File: src/rtl/uart_mmio_ctrl_pkg.sv
// uart_mmio_ctrl_pkg: register offsets, CON bit positions and FSM encodings shared by the UART controller.
package uart_mmio_ctrl_pkg;
  localparam logic [1:0] UART_TXD = 2'd0;
  localparam logic [1:0] UART_RXD = 2'd1;
  localparam logic [1:0] UART_CON = 2'd2;
  localparam int CON_RX_VALID  = 0;
  localparam int CON_TX_BUSY   = 1;
  localparam int CON_OVERRUN   = 2;
  localparam int CON_FRAME_ERR = 3;
  localparam int CON_TX_LOST   = 4;
  localparam int CON_IRQ_EN    = 5;
  typedef enum logic [1:0] {RX_IDLE, RX_START, RX_DATA, RX_STOP} rx_state_e;
  typedef enum logic [1:0] {TX_IDLE, TX_START, TX_DATA, TX_STOP} tx_state_e;
endpackage

File: src/rtl/uart_rx_fifo.sv
// uart_rx_fifo: small receive byte FIFO; a push while full is accepted only if a pop frees a slot that cycle.
module uart_rx_fifo
  import uart_mmio_ctrl_pkg::*;
#(
  parameter int DEPTH = 4
) (
  input  logic       clk,
  input  logic       rst,
  input  logic       push,
  input  logic [7:0] din,
  input  logic       pop,
  output logic [7:0] head,
  output logic       full,
  output logic       empty
);
  localparam int AW = $clog2(DEPTH);
  logic [7:0]    mem_q [DEPTH];
  logic [AW-1:0] wr_ptr_q, wr_ptr_d, rd_ptr_q, rd_ptr_d;
  logic [AW:0]   cnt_q, cnt_d;
  logic          do_push, do_pop;
  assign full  = cnt_q == (AW+1)'(DEPTH);
  assign empty = cnt_q == '0;
  assign head  = mem_q[rd_ptr_q];
  always_comb begin
    do_pop   = pop & ~empty;
    do_push  = push & (~full | do_pop);
    wr_ptr_d = wr_ptr_q + AW'(do_push);
    rd_ptr_d = rd_ptr_q + AW'(do_pop);
    cnt_d    = cnt_q + (AW+1)'(do_push) - (AW+1)'(do_pop);
  end
  always_ff @(posedge clk or posedge rst)
    if (rst) begin
      wr_ptr_q <= '0;
      rd_ptr_q <= '0;
      cnt_q    <= '0;
    end else begin
      wr_ptr_q <= wr_ptr_d;
      rd_ptr_q <= rd_ptr_d;
      cnt_q    <= cnt_d;
    end
  always_ff @(posedge clk)
    if (do_push) mem_q[wr_ptr_q] <= din;
endmodule

File: src/rtl/uart_mmio_ctrl.sv
// uart_mmio_ctrl: memory-mapped 8N1 UART with TXD/RXD/CON registers, RX byte FIFO, sticky error flags and irq.
module uart_mmio_ctrl
  import uart_mmio_ctrl_pkg::*;
#(
  parameter int CLK_HZ     = 100_000_000,
  parameter int BAUD       = 9600,
  parameter int FIFO_DEPTH = 4
) (
  input  logic        SystemClk,
  input  logic        reset,
  input  logic [1:0]  addr,
  input  logic        wr_en,
  input  logic        rd_en,
  input  logic [31:0] wdata,
  output logic [31:0] rdata,
  input  logic        RX,
  output logic        TX,
  output logic        irq
);
  localparam int CPB = CLK_HZ / BAUD;
  localparam int CW  = $clog2(CPB);
  localparam logic [CW-1:0] BIT_END  = CW'(CPB - 1);
  localparam logic [CW-1:0] HALF_END = CW'(CPB / 2 - 1);
  tx_state_e     tx_state_q, tx_state_d;
  logic [CW-1:0] tx_cnt_q, tx_cnt_d;
  logic [3:0]    tx_bits_q, tx_bits_d;
  logic [7:0]    tx_sh_q, tx_sh_d;
  logic          tx_q, tx_d, tx_lost_q, tx_lost_d;
  rx_state_e     rx_state_q, rx_state_d;
  logic [CW-1:0] rx_cnt_q, rx_cnt_d;
  logic [3:0]    rx_bits_q, rx_bits_d;
  logic [7:0]    rx_sh_q, rx_sh_d;
  logic          rx_s1_q, rx_s2_q, rx_prev_q;
  logic          overrun_q, overrun_d, frame_err_q, frame_err_d;
  logic          irq_en_q, irq_en_d, irq_q, irq_d;
  logic          tx_wr, con_wr, rx_pop, rx_push, fe_set, tx_busy, tx_tick, rx_tick;
  logic          fifo_full, fifo_empty;
  logic [7:0]    fifo_head;
  logic [31:0]   con;
  assign tx_wr   = wr_en & (addr == UART_TXD);
  assign con_wr  = wr_en & (addr == UART_CON);
  assign rx_pop  = rd_en & (addr == UART_RXD);
  assign tx_busy = tx_state_q != TX_IDLE;
  assign tx_tick = tx_cnt_q == BIT_END;
  assign rx_tick = rx_cnt_q == BIT_END;
  assign TX      = tx_q;
  assign irq     = irq_q;
  uart_rx_fifo #(.DEPTH(FIFO_DEPTH)) u_fifo (
    .clk  (SystemClk),
    .rst  (reset),
    .push (rx_push),
    .din  (rx_sh_q),
    .pop  (rx_pop),
    .head (fifo_head),
    .full (fifo_full),
    .empty(fifo_empty)
  );
  always_comb begin
    tx_state_d = tx_state_q;
    tx_cnt_d   = tx_state_q == TX_IDLE ? '0 : (tx_tick ? '0 : tx_cnt_q + 1'b1);
    tx_bits_d  = tx_bits_q;
    tx_sh_d    = tx_sh_q;
    tx_d       = tx_q;
    unique case (tx_state_q)
      TX_IDLE:
        if (tx_wr) begin
          tx_state_d = TX_START;
          tx_d       = 1'b0;
          tx_sh_d    = wdata[7:0];
        end
      TX_START:
        if (tx_tick) begin
          tx_state_d = TX_DATA;
          tx_d       = tx_sh_q[0];
          tx_sh_d    = tx_sh_q >> 1;
          tx_bits_d  = 4'd1;
        end
      TX_DATA:
        if (tx_tick) begin
          tx_state_d = tx_bits_q == 4'd8 ? TX_STOP : TX_DATA;
          tx_d       = tx_bits_q == 4'd8 ? 1'b1 : tx_sh_q[0];
          tx_sh_d    = tx_sh_q >> 1;
          tx_bits_d  = tx_bits_q == 4'd8 ? tx_bits_q : tx_bits_q + 4'd1;
        end
      TX_STOP:
        if (tx_tick) tx_state_d = TX_IDLE;
    endcase
  end
  // Sampling runs on the synchronised line; START waits half a bit so later samples land mid-bit.
  always_comb begin
    rx_state_d = rx_state_q;
    rx_cnt_d   = rx_state_q == RX_IDLE ? '0 : rx_cnt_q + 1'b1;
    rx_bits_d  = rx_bits_q;
    rx_sh_d    = rx_sh_q;
    rx_push    = 1'b0;
    fe_set     = 1'b0;
    unique case (rx_state_q)
      RX_IDLE:
        if (rx_prev_q & ~rx_s2_q) rx_state_d = RX_START;
      RX_START:
        if (rx_cnt_q == HALF_END) begin
          rx_state_d = rx_s2_q ? RX_IDLE : RX_DATA;
          rx_cnt_d   = '0;
          rx_bits_d  = '0;
        end
      RX_DATA:
        if (rx_tick) begin
          rx_cnt_d   = '0;
          rx_sh_d    = {rx_s2_q, rx_sh_q[7:1]};
          rx_bits_d  = rx_bits_q + 4'd1;
          rx_state_d = rx_bits_q == 4'd7 ? RX_STOP : RX_DATA;
        end
      RX_STOP:
        if (rx_tick) begin
          rx_state_d = RX_IDLE;
          rx_push    = rx_s2_q;
          fe_set     = ~rx_s2_q;
        end
    endcase
  end
  always_comb begin
    tx_lost_d   = (tx_lost_q & ~(con_wr & wdata[CON_TX_LOST])) | (tx_wr & tx_busy);
    overrun_d   = (overrun_q & ~(con_wr & wdata[CON_OVERRUN])) | (rx_push & fifo_full & ~rx_pop);
    frame_err_d = (frame_err_q & ~(con_wr & wdata[CON_FRAME_ERR])) | fe_set;
    irq_en_d    = con_wr ? wdata[CON_IRQ_EN] : irq_en_q;
    irq_d       = irq_en_q & (~fifo_empty | overrun_q | frame_err_q);
    con         = {26'b0, irq_en_q, tx_lost_q, frame_err_q, overrun_q, tx_busy, ~fifo_empty};
    rdata       = addr == UART_CON ? con :
                  (addr == UART_RXD && !fifo_empty) ? {24'b0, fifo_head} : 32'b0;
  end
  always_ff @(posedge SystemClk or posedge reset)
    if (reset) begin
      tx_state_q  <= TX_IDLE;
      tx_cnt_q    <= '0;
      tx_bits_q   <= '0;
      tx_sh_q     <= '0;
      tx_q        <= 1'b1;
      tx_lost_q   <= 1'b0;
      rx_state_q  <= RX_IDLE;
      rx_cnt_q    <= '0;
      rx_bits_q   <= '0;
      rx_sh_q     <= '0;
      rx_s1_q     <= 1'b1;
      rx_s2_q     <= 1'b1;
      rx_prev_q   <= 1'b1;
      overrun_q   <= 1'b0;
      frame_err_q <= 1'b0;
      irq_en_q    <= 1'b0;
      irq_q       <= 1'b0;
    end else begin
      tx_state_q  <= tx_state_d;
      tx_cnt_q    <= tx_cnt_d;
      tx_bits_q   <= tx_bits_d;
      tx_sh_q     <= tx_sh_d;
      tx_q        <= tx_d;
      tx_lost_q   <= tx_lost_d;
      rx_state_q  <= rx_state_d;
      rx_cnt_q    <= rx_cnt_d;
      rx_bits_q   <= rx_bits_d;
      rx_sh_q     <= rx_sh_d;
      rx_s1_q     <= RX;
      rx_s2_q     <= rx_s1_q;
      rx_prev_q   <= rx_s2_q;
      overrun_q   <= overrun_d;
      frame_err_q <= frame_err_d;
      irq_en_q    <= irq_en_d;
      irq_q       <= irq_d;
    end
endmodule
File: config.mk
export PLATFORM = sky130hd
export DESIGN_NAME = uart_mmio_ctrl
export DESIGN_NICKNAME = d
export VERILOG_FILES = /design/src/rtl/uart_mmio_ctrl_pkg.sv /design/src/rtl/uart_rx_fifo.sv /design/src/rtl/uart_mmio_ctrl.sv
export SDC_FILE = /design/constraint.sdc
export NUM_CORES = 1
export LEC_CHECK = 0
export BUFFER_PORTS_ARGS = -buffer_cell sky130_fd_sc_hd__buf_2
export CAP_MARGIN = 20
export CORE_MARGIN = 4
export CORE_UTILIZATION = 40
export DETAILED_ROUTE_END_ITERATION = 16
export SLEW_MARGIN = 20
export SYNTH_ARGS = -nofsm -noshare
export SYNTH_HDL_FRONTEND = slang
export SYNTH_SLANG_ARGS = --single-unit
File: constraint.sdc
create_clock -name SystemClk -period 2.5 [get_ports SystemClk]
set_input_delay 0.125 -clock SystemClk [delete_from_list [all_inputs] [get_ports SystemClk]]
set_output_delay 0.125 -clock SystemClk [all_outputs]
set_load 0.03 [all_outputs]
After elaboration in Yosys (flattened, before gate mapping)
Memory sizes are Yosys's and may differ from the RTL's.
Cells that the tools add are included.
Widths: inputs -> output; s select.
- memory bits (writable): 32
- register bits: 72
- input bits: 39
- memories kept: 1
- $add $sub $neg: 8
- multiplexer cells: 42
- equality and inequality tests: 24
- bitwise operators: 29
- reductions and logical operators: 19
- memory list (memory ; depth ; bits a word ; read ports ; clocked after Yosys merged registers in ; wr ports ; line ; text):
    u_fifo.mem_q ; 4 ; 8 ; 1 ; 0 ; 1 ; uart_rx_fifo.sv:17 ; logic [7:0] mem_q [DEPTH];
- operators by type and width (operator ; count):
    $mux 14 ; 5
    $mux 8 ; 4
    $add 14x1->14 const B ; 2
    $eq 14x14->1 const B ; 2
    $pmux 14 s2 ; 1
    $mux 4 ; 5
    $mux 2 ; 9
    $and 1x1->1 ; 16
    $ne 2x2->1 const B ; 8
    $pmux 2 s4 ; 2
    $pmux 4 s2 ; 2
    $pmux 8 s2 ; 1
    $reduce_and 4->1 ; 4
    $eq 14x13->1 const B ; 1
    $mux 1 ; 12
    $eq 2x2->1 const B ; 5
    $add 4x1->4 const B ; 2
    $reduce_bool 2->1 ; 4
    $not 1->1 ; 7
    $eq 2x1->1 const B ; 3
    $logic_not 2->1 ; 3
    $or 1x1->1 ; 6
    $reduce_and 3->1 ; 2
    $add 2x1->2 ; 2
    13 further kinds ; 14

Logic depth before layout (Yosys ltp)
Gate-level depths: netlist (run 1).
- depth in word-level cells: 7
- depth in mapped cells: 9
- gate-level depth less buffers: 8

Cells and area by module
Synthesis (run 1) repeated with hierarchy kept, for this count alone.
- cell total of the unflattened synthesis: 435
- area, all modules: 5196.2 µm²
- by module, submodules not included (module ; area an instance (µm²) ; instances ; cells an instance ; seq. area each (µm²)):
    uart_mmio_ctrl ; 3642.2 ; 1 ; 361 ; 1631.6
    uart_rx_fifo ; 1554.0 ; 1 ; 74 ; 1136.1

Worst setup path after synthesis (run 1)
Ideal clock, no wire load.
- kind: register -> register
- start: register rx_cnt_q[0]
- end: memory u_fifo.mem_q[1][0] (enable)
- slack: -0.012 ns
- cell stages (with the launch flop): 7
- library setup time: 0.385 ns
- data arrival time: 2.127 ns
- clock period less this slack: 2.512 ns
- buffers on the path: 1
- data required time: 2.115 ns
- path through: dfrtp_1 ha_1 and4_1 buf_6 nand4_1 or3_4 nor3b_1
- longest elaborated chain between the ends: 6
- ends and longest elaborated chain (what ; line ; text):
    start, declared ; uart_mmio_ctrl.sv:30 ; logic [CW-1:0] rx_cnt_q, rx_cnt_d;
    start signal, assigned ; uart_mmio_ctrl.sv:158 ; rx_cnt_q <= rx_cnt_d;
    $eq 14x14->1 ; uart_mmio_ctrl.sv:45 ; assign rx_tick = rx_cnt_q == BIT_END;
    $mux 1 ; uart_mmio_ctrl.sv:114 ; if (rx_tick) begin
    $mux 1 ; uart_mmio_ctrl.sv:97 ; unique case (rx_state_q)
    $and 1x1->1 ; uart_rx_fifo.sv:26 ; do_push = push & (~full | do_pop);
    $mux 1 ; uart_rx_fifo.sv:42 ; if (do_push) mem_q[wr_ptr_q] <= din;
    $mux 1 (implied by the code) ; uart_rx_fifo.sv:42 ;
    end, declared ; uart_rx_fifo.sv:17 ;
Every way passes these cells.

Worst setup path after layout (run 1)
- start: register rx_cnt_q[0]
- end: register u_fifo.cnt_q[1]
- longest elaborated chain between the ends: 6
- ends and longest elaborated chain (what ; line ; text):
    $eq 14x14->1 ; uart_mmio_ctrl.sv:45 ;
    $mux 1 ; uart_mmio_ctrl.sv:114 ;
    $mux 1 ; uart_mmio_ctrl.sv:97 ;
    $and 1x1->1 ; uart_rx_fifo.sv:26 ;
    $add 3x1->3 ; uart_rx_fifo.sv:29 ; cnt_d = cnt_q + (AW+1)'(do_push) - (AW+1)'(do_pop);
    $sub 3x1->3 ; uart_rx_fifo.sv:29 ;
    named net u_fifo.cnt_d[1] ; uart_rx_fifo.sv:19 ; logic [AW:0] cnt_q, cnt_d;
    end signal, assigned ; uart_rx_fifo.sv:39 ; cnt_q <= cnt_d;
    end, declared ; uart_rx_fifo.sv:19 ;
The timed path passes the listed nets, and every way through them passes these cells.
A chain may end at the register's enable or synchronous reset.

==> results.md, run 1 <==
* Status: completed
* Worst setup SP type: flip-flop
* Die area at roughly 15000 um^2
* Worst-path fanout max at 5
* Post-synthesis mux area share at 0.0734
* I/O Buffers at 24
* Detailed placement HPWL at between 7 and 8 mm
* Synth Area in Adders at 0.0480
* Vias in the first global route at 3453
* Global-route wire length before repair at 17.8 mm
* CTS tree: yes
* Post-synth top flop: dfrtp_1
* DR WL/cell at between 15 and 20 um
* Synthesis-to-layout area growth at 12.6%
* Root buffer cell: clkbuf_16
* Antenna violations before repair at 0
* Fin nets at ~560
* Max IR drop VDD at 421 uV
* Placer Congestion at ~0.83
* Yosys cell types at 71
* Fin. Hold Viols at 0
* WS Path Type: flip-flop to flip-flop
* Routed Antenna Nets at 0
* Largest net degree at the start of global routing at 73
* Yosys reg bits at roughly 100
* Final setup vio count at 0
* Area leader, netlist: dfrtp_1
* Mapped Area at roughly 5400 um^2
* 1st-pass router iterations at 4
* Worst Tran Pin Value at approximately 590 ps
* Core area at about 13000 um^2
* Register clock-pin slew on the reported worst setup and hold paths at 70 ps
* Via/cell ratio at between 4 and 5
* Grt ovf at 0
* Share of cells above drive strength 1 at 0.184
* WP data arrival at approximately 2500 ps
* Vias at 3380
* Compound-Gate Fraction of Synth Area at 0.0866
* Starting Density at 0.407
* Die width at roughly 120 um
* RSZ-0062 raised after global routing: no
* Power Density at a little over 700 nW/um^2
* H-tree Lvls at 3
* Final Max Slew Viols at 0
* Final Cycle Share at 0.915
* Num rows at 42
* Simple-Gate Fraction of Synth Area at 0.161
* Fmax at approximately 0.44 GHz
* Final Skew at 11.2 ps
* GR Util All Layers at 0.150
* DR iter-0 viols at between 200 and 250
* Synth warnings at 0
* LEAKAGE at around 2.7 nW
* Post-synth EDFFs at 32
* Most frequent cells in the layout: 68 x dfrtp_1, 36 x nor2_1, 32 x edfxtp_1
* Overall Power at 4.37 mW
* Post-cts resize count at 0
* Syn_area_per_cell at 11.7 um^2
* Number of setup buffers added after CTS at 0
* Main area contributors after synthesis: dfrtp_1 32%, edfxtp_1 18%, ha_1 4.4%
* Synth top area share at 0.317
* Final routed DRC violation total at 0
* Hold_ws at 6.08 ps
* Worst rel slew slack at 0.609
* Final WL at 10.6 mm
* Post-Synth XOR/XNOR Area at 0.0440
* Commonest non-fill, non-tap cell in the layout: dfrtp_1
* Antenna fix cells at 0
* Worst hold path type: primary input to flip-flop
* Syn Inst Count at around 460
* Largest family of logic cells by synthesized area: simple AND/OR/NAND/NOR gates
* Crit end category: flip-flop
* Post-layout minimum cycle time at roughly 2300 ps
* TritonCTS sink count at approximately 100
* Clock buffer depth at 2
* Die H at approximately 120 um
* Worst-Skew Late Latency at 350 ps
* Max Cap Viol at 0
* CP required at between 2000 and 3000 ps
* Post-synth ARST share at 0.692
* Seq/Total Area, Yosys at 0.515
* TritonCTS Buffers at 9
* I/O pins at 73
-- registers in the layout, summed over array words and instances, names as in the netlist, 3 cells and up, named ones only --
signal	flops
u_fifo.mem_q	32
rx_cnt_q	14
tx_cnt_q	14
rx_sh_q	8
tx_sh_q	8
rx_bits_q	4
tx_bits_q	4
u_fifo.cnt_q	3
-- power breakdown --
part	internal (mW)	total, mW	switching [mW]	leakage [nW]
Clock	0.951	1.60	0.649	0.166
Combinational	0.327	0.796	0.469	1.27
Sequential	1.84	1.97	0.139	1.28
-- worst max-delay path: stages (launching register included) --
cell and delay (ps):
dfrtp_1 400, ha_1 270, and4_1 240, nand4_1 160, or3_4 460, inv_2 80
ha_1 160, fa_1 400
-- metrics by stage --
stage | setup slack [ps] | instance area, um^2 | util | setup TNS, ps | std cells
floorplan | -3.26 | 5460 | - | -26.1 | 482
global placement | 272 | 5680 | 0.430 | 0 | 658
detailed placement | 222 | 5680 | 0.430 | 0 | 658
CTS | 159 | 6050 | 0.459 | 0 | 677
global route | 63.5 | 6050 | 0.459 | 0 | 677
finish | 214 | 6050 | 0.459 | 0 | 677
-- repair_timing --
action,CTS,global route
setup endpoints to repair,0,0
hold buffers,3,0
endpoints found under the hold margin,70,0
-- routing by layer --
metal	global-route usage	wire, um
met1	0.221	5210
met5	0	0
met4	0.0349	55
met3	0.0391	477
met2	0.222	4810
-- final cells by class --
| class | instances | area [um^2] |
|---|---|---|
| clock inverter | 6 | 96.3 |
| timing repair buffer | 44 | 303 |
| fill | 1221 | 7140 |
| multi-input combinational | 310 | 2310 |
| tap | 176 | 220 |
| inverter | 27 | 101 |
| clock buffer | 10 | 250 |
| sequential | 104 | 2770 |
-- path summary, 6_finish.rpt --
| path | from | cells past startpoint | endpoint | slack, ps |
|---|---|---|---|---|
| setup reg to reg | rx_cnt_q[0] | 7 | u_fifo.cnt_q[1] | 210 |
| min in group asynchronous | reset | 4 | tx_bits_q[3] | 410 |
| setup / recovery | rx_cnt_q[0] | 7 | u_fifo.cnt_q[1] | 210 |
| hold reg to reg | rx_s1_q | 0 | rx_s2_q | 360 |
| hold / removal | wdata[6] | 2 | tx_sh_q[6] | 6 |
| max in group asynchronous | reset | 4 | rx_s2_q | 1740 |
-- synth_stat cells, types with 8 or more instances --
library cell,instances
mux2_4,8
nor2_1,36
nor3_1,9
edfxtp_1,32
o21ai_0,14
xor2_1,8
ha_1,19
nand4_1,8
nand3_1,18
nor2b_1,8
dfrtp_1,68
xnor2_1,19
buf_4,25
mux4_2,8
nand2_1,26
inv_1,26
-- cell families after synthesis --
kind of cell / after synthesis
AND/OR/NAND/NOR: 153
flip-flops: 104
buffers and inverters: 68
AO/OA/AOI/OAI: 61
XOR/XNOR: 27
multiplexers: 25
adder cells (fa/ha/maj): 20
other: 1
(Power assumes the default switching activity.)
==> run 2, diff against run 1 <==
--- a/config.mk
+++ b/config.mk
@@ -7,9 +7,11 @@
 export LEC_CHECK = 0
 export BUFFER_PORTS_ARGS = -buffer_cell sky130_fd_sc_hd__buf_2
 export CAP_MARGIN = 20
+export CORE_ASPECT_RATIO = 0.6
 export CORE_MARGIN = 4
 export CORE_UTILIZATION = 40
 export DETAILED_ROUTE_END_ITERATION = 16
+export PLACE_DENSITY = 0.7
 export SLEW_MARGIN = 20
 export SYNTH_ARGS = -nofsm -noshare
 export SYNTH_HDL_FRONTEND = slang
==> run 2 against run 1 <==
  * Cell count down 1.2%
  * Power decreased by 3.3%
  * Hold slack better by 4.5 ps
  * Clock-buffer cell count is 1 lower
  * Global-route usage decreased by 0.52 points
  * Wire length grew 0.45%
  * Combinational power is 0.8% lower
  * Clock skew is 1.9 ps lower
  * First-iteration DRC count fell by 26%
  * Critical path depth did not move
  * Die area grew 0.39%
  * Via count grew 3.3%
  * Largest power group unchanged
==> results.md, run 2 (synthesis gave the netlist of run 1 again) <==
* Hold endpoint: tx_sh_q[0]
* Routed Antenna Nets at 0
* Global-route wire length before repair at approximately 18 mm
* Root buffer cell: clkbuf_16
* CP required at roughly 2700 ps
* 1st-pass router iterations at 4
* Core area at around 13000 um^2
* WP data arrival at ~2600 ps
* I/O pins at 73
* Starting Density at 0.414
* Antenna fix cells at 0
* Share of cells above drive strength 1 at 0.178
* Most frequent cells in the layout: 68 x dfrtp_1, 36 x nor2_1, 32 x edfxtp_1
* Worst rel slew slack at 0.301
* Placer Congestion at roughly 0.8
* Worst r2r src: rx_cnt_q[0]
* Final Cycle Share at 0.940
* Flop2flop setup slack at between 100 and 150 ps
* Fmax at 0.425 GHz
* Slowest CP cell: or3_4
* CTS tree: yes
* WS Path Type: flip-flop to flip-flop
* Biggest regs: u_fifo.mem_q: 32 flops, rx_cnt_q: 14 flops, tx_cnt_q: 14 flops
* Worst-Skew Late Latency at 360 ps
* TritonCTS Buffers at 9
* Worst R2R Path Depth at 7
* Cell Area, Placed at ~5600 um^2
* Fin. Hold Viols at 0
* Status: completed
* Final Max Slew Viols at 0
* Power Density at between 700 and 800 nW/um^2
* Vias in the first global route at ~3600
* Detailed placement HPWL at around 7.5 mm
* Hold path start: wdata[0]
* Clock buffer depth at 2
* Die area at roughly 15000 um^2
* Worst Tran Pin Value at between 1000 and 1500 ps
* I/O Buffers at 24
* Crit end category: flip-flop
* TritonCTS sink count at 104
* Die width at roughly 160 um
* Commonest non-fill, non-tap cell in the layout: dfrtp_1
* Final Skew at between 9 and 10 ps
* Max Cap Viol at 0
* Worst setup SP type: flip-flop
* Num rows at 32
* Final instance area at about 6000 um^2
* DR WL/cell at 15.8 um
* Grt ovf at 0
* Final WL at 10.6 mm
* RSZ-0062 raised after global routing: no
* Max IR drop VDD at approximately 450 uV
* Max reg flops at 32
* Vias at 3490
* Largest net degree at the start of global routing at 53
* Final setup vio count at 0
* Most flop-heavy register: u_fifo.mem_q
* H-tree Lvls at 3
* Register clock-pin slew on the reported worst setup and hold paths at around 80 ps
* Fin nets at about 550
* Number of setup buffers added after CTS at 0
* LEAKAGE at approximately 2.7 nW
* Cell Chain, Critical Path: ha_2 > and4_1 > nand4_1 > or3_4 > inv_2 > ha_1 > fa_1
* Crit-path max cell delay at around 480 ps
* Worst hold path type: primary input to flip-flop
* Die H at 97.8 um
* Reg2Reg Capture Point: u_fifo.cnt_q[1]
* Final routed DRC violation total at 0
* GR Util All Layers at 0.145
* DR iter-0 viols at approximately 160
* Fin util at 0.463
* Via/cell ratio at between 5 and 6
* Antenna violations before repair at 0
* Synthesis-to-layout area growth at 11.8%
* Hold path depth at 2
* Post-layout minimum cycle time at 2350 ps
* Worst-path fanout max at 5
run 2: changes by cell type in the layout (fill, tap and decap cells not counted), moves of 2 or more:
| cell | previous run | this run |
|---|---|---|
| bufinv_16 | 2 | 0 |
| clkinv_8 | 0 | 4 |
| buf_4 | 15 | 12 |
| dlygate4sd3_1 | 3 | 5 |
run 2: area by class of cell:
class | count | area, um^2
Timing Repair Buffer | 42 | 280
Clock buffer | 9 | 225
Clock inverter | 7 | 101
Multi-Input combinational cell | 310 | 2320
Tap cell | 170 | 213
Sequential cell | 104 | 2770
Fill cell | 1163 | 6970
Inverter | 27 | 101
run 2: how the worst max path moves through the flow:
stage	start	to	slack, ps	depth (start not counted)
floorplan	rx_cnt_q[0]	u_fifo.mem_q[2][0]	-3	6
global placement	rx_cnt_q[0]	u_fifo.cnt_q[1]	250	7
detailed placement	rx_cnt_q[0]	u_fifo.cnt_q[1]	160	7
CTS	rx_cnt_q[0]	u_fifo.cnt_q[1]	140	7
global route	rx_cnt_q[0]	u_fifo.cnt_q[1]	40	7
finish	rx_cnt_q[0]	u_fifo.cnt_q[1]	150	7
run 2: critical path: cells and delay by family (launching register included):
family | cells | cell delay, ps
simple gates | 3 | 870
fa+ha+maj | 3 | 860
flops | 1 | 400
buf+inv | 1 | 90
run 2: repair_timing:
| action | in CTS | in global routing |
|---|---|---|
| gates resized for setup | 0 | 1 |
| hold buffers | 5 | 0 |
| hold endpoints to repair | 23 | 0 |
| setup endpoints to repair | 0 | 1 |
run 2: metal layers:
| metal | GRT usage | routed length, um | vias to the layer above |
|---|---|---|---|
| met5 | 0 | 0 | - |
| met4 | 0.0403 | 92 | 0 |
| met3 | 0.0376 | 396 | 7 |
| met2 | 0.212 | 4880 | 57 |
| met1 | 0.212 | 5230 | 1747 |
| li1 | - | - | 1679 |
run 2: through the flow:
stage	std cells	power [mW]	worst slack (ps)	setup TNS (ps)	hold WS, ps
after floorplan	482	2.60	-3.26	-26.1	129
after global placement	648	2.72	248	0	191
after detailed placement	648	2.76	159	0	203
after CTS	669	4.27	144	0	5.30
after global routing	669	4.45	35.8	0	21.0
final	669	4.23	149	0	10.6
run 2: where the power goes:
group / internal [mW] / switching [mW] / total, mW
clock: 0.734 / 0.735 / 1.47
sequential: 1.84 / 0.132 / 1.97
combinational: 0.295 / 0.496 / 0.790
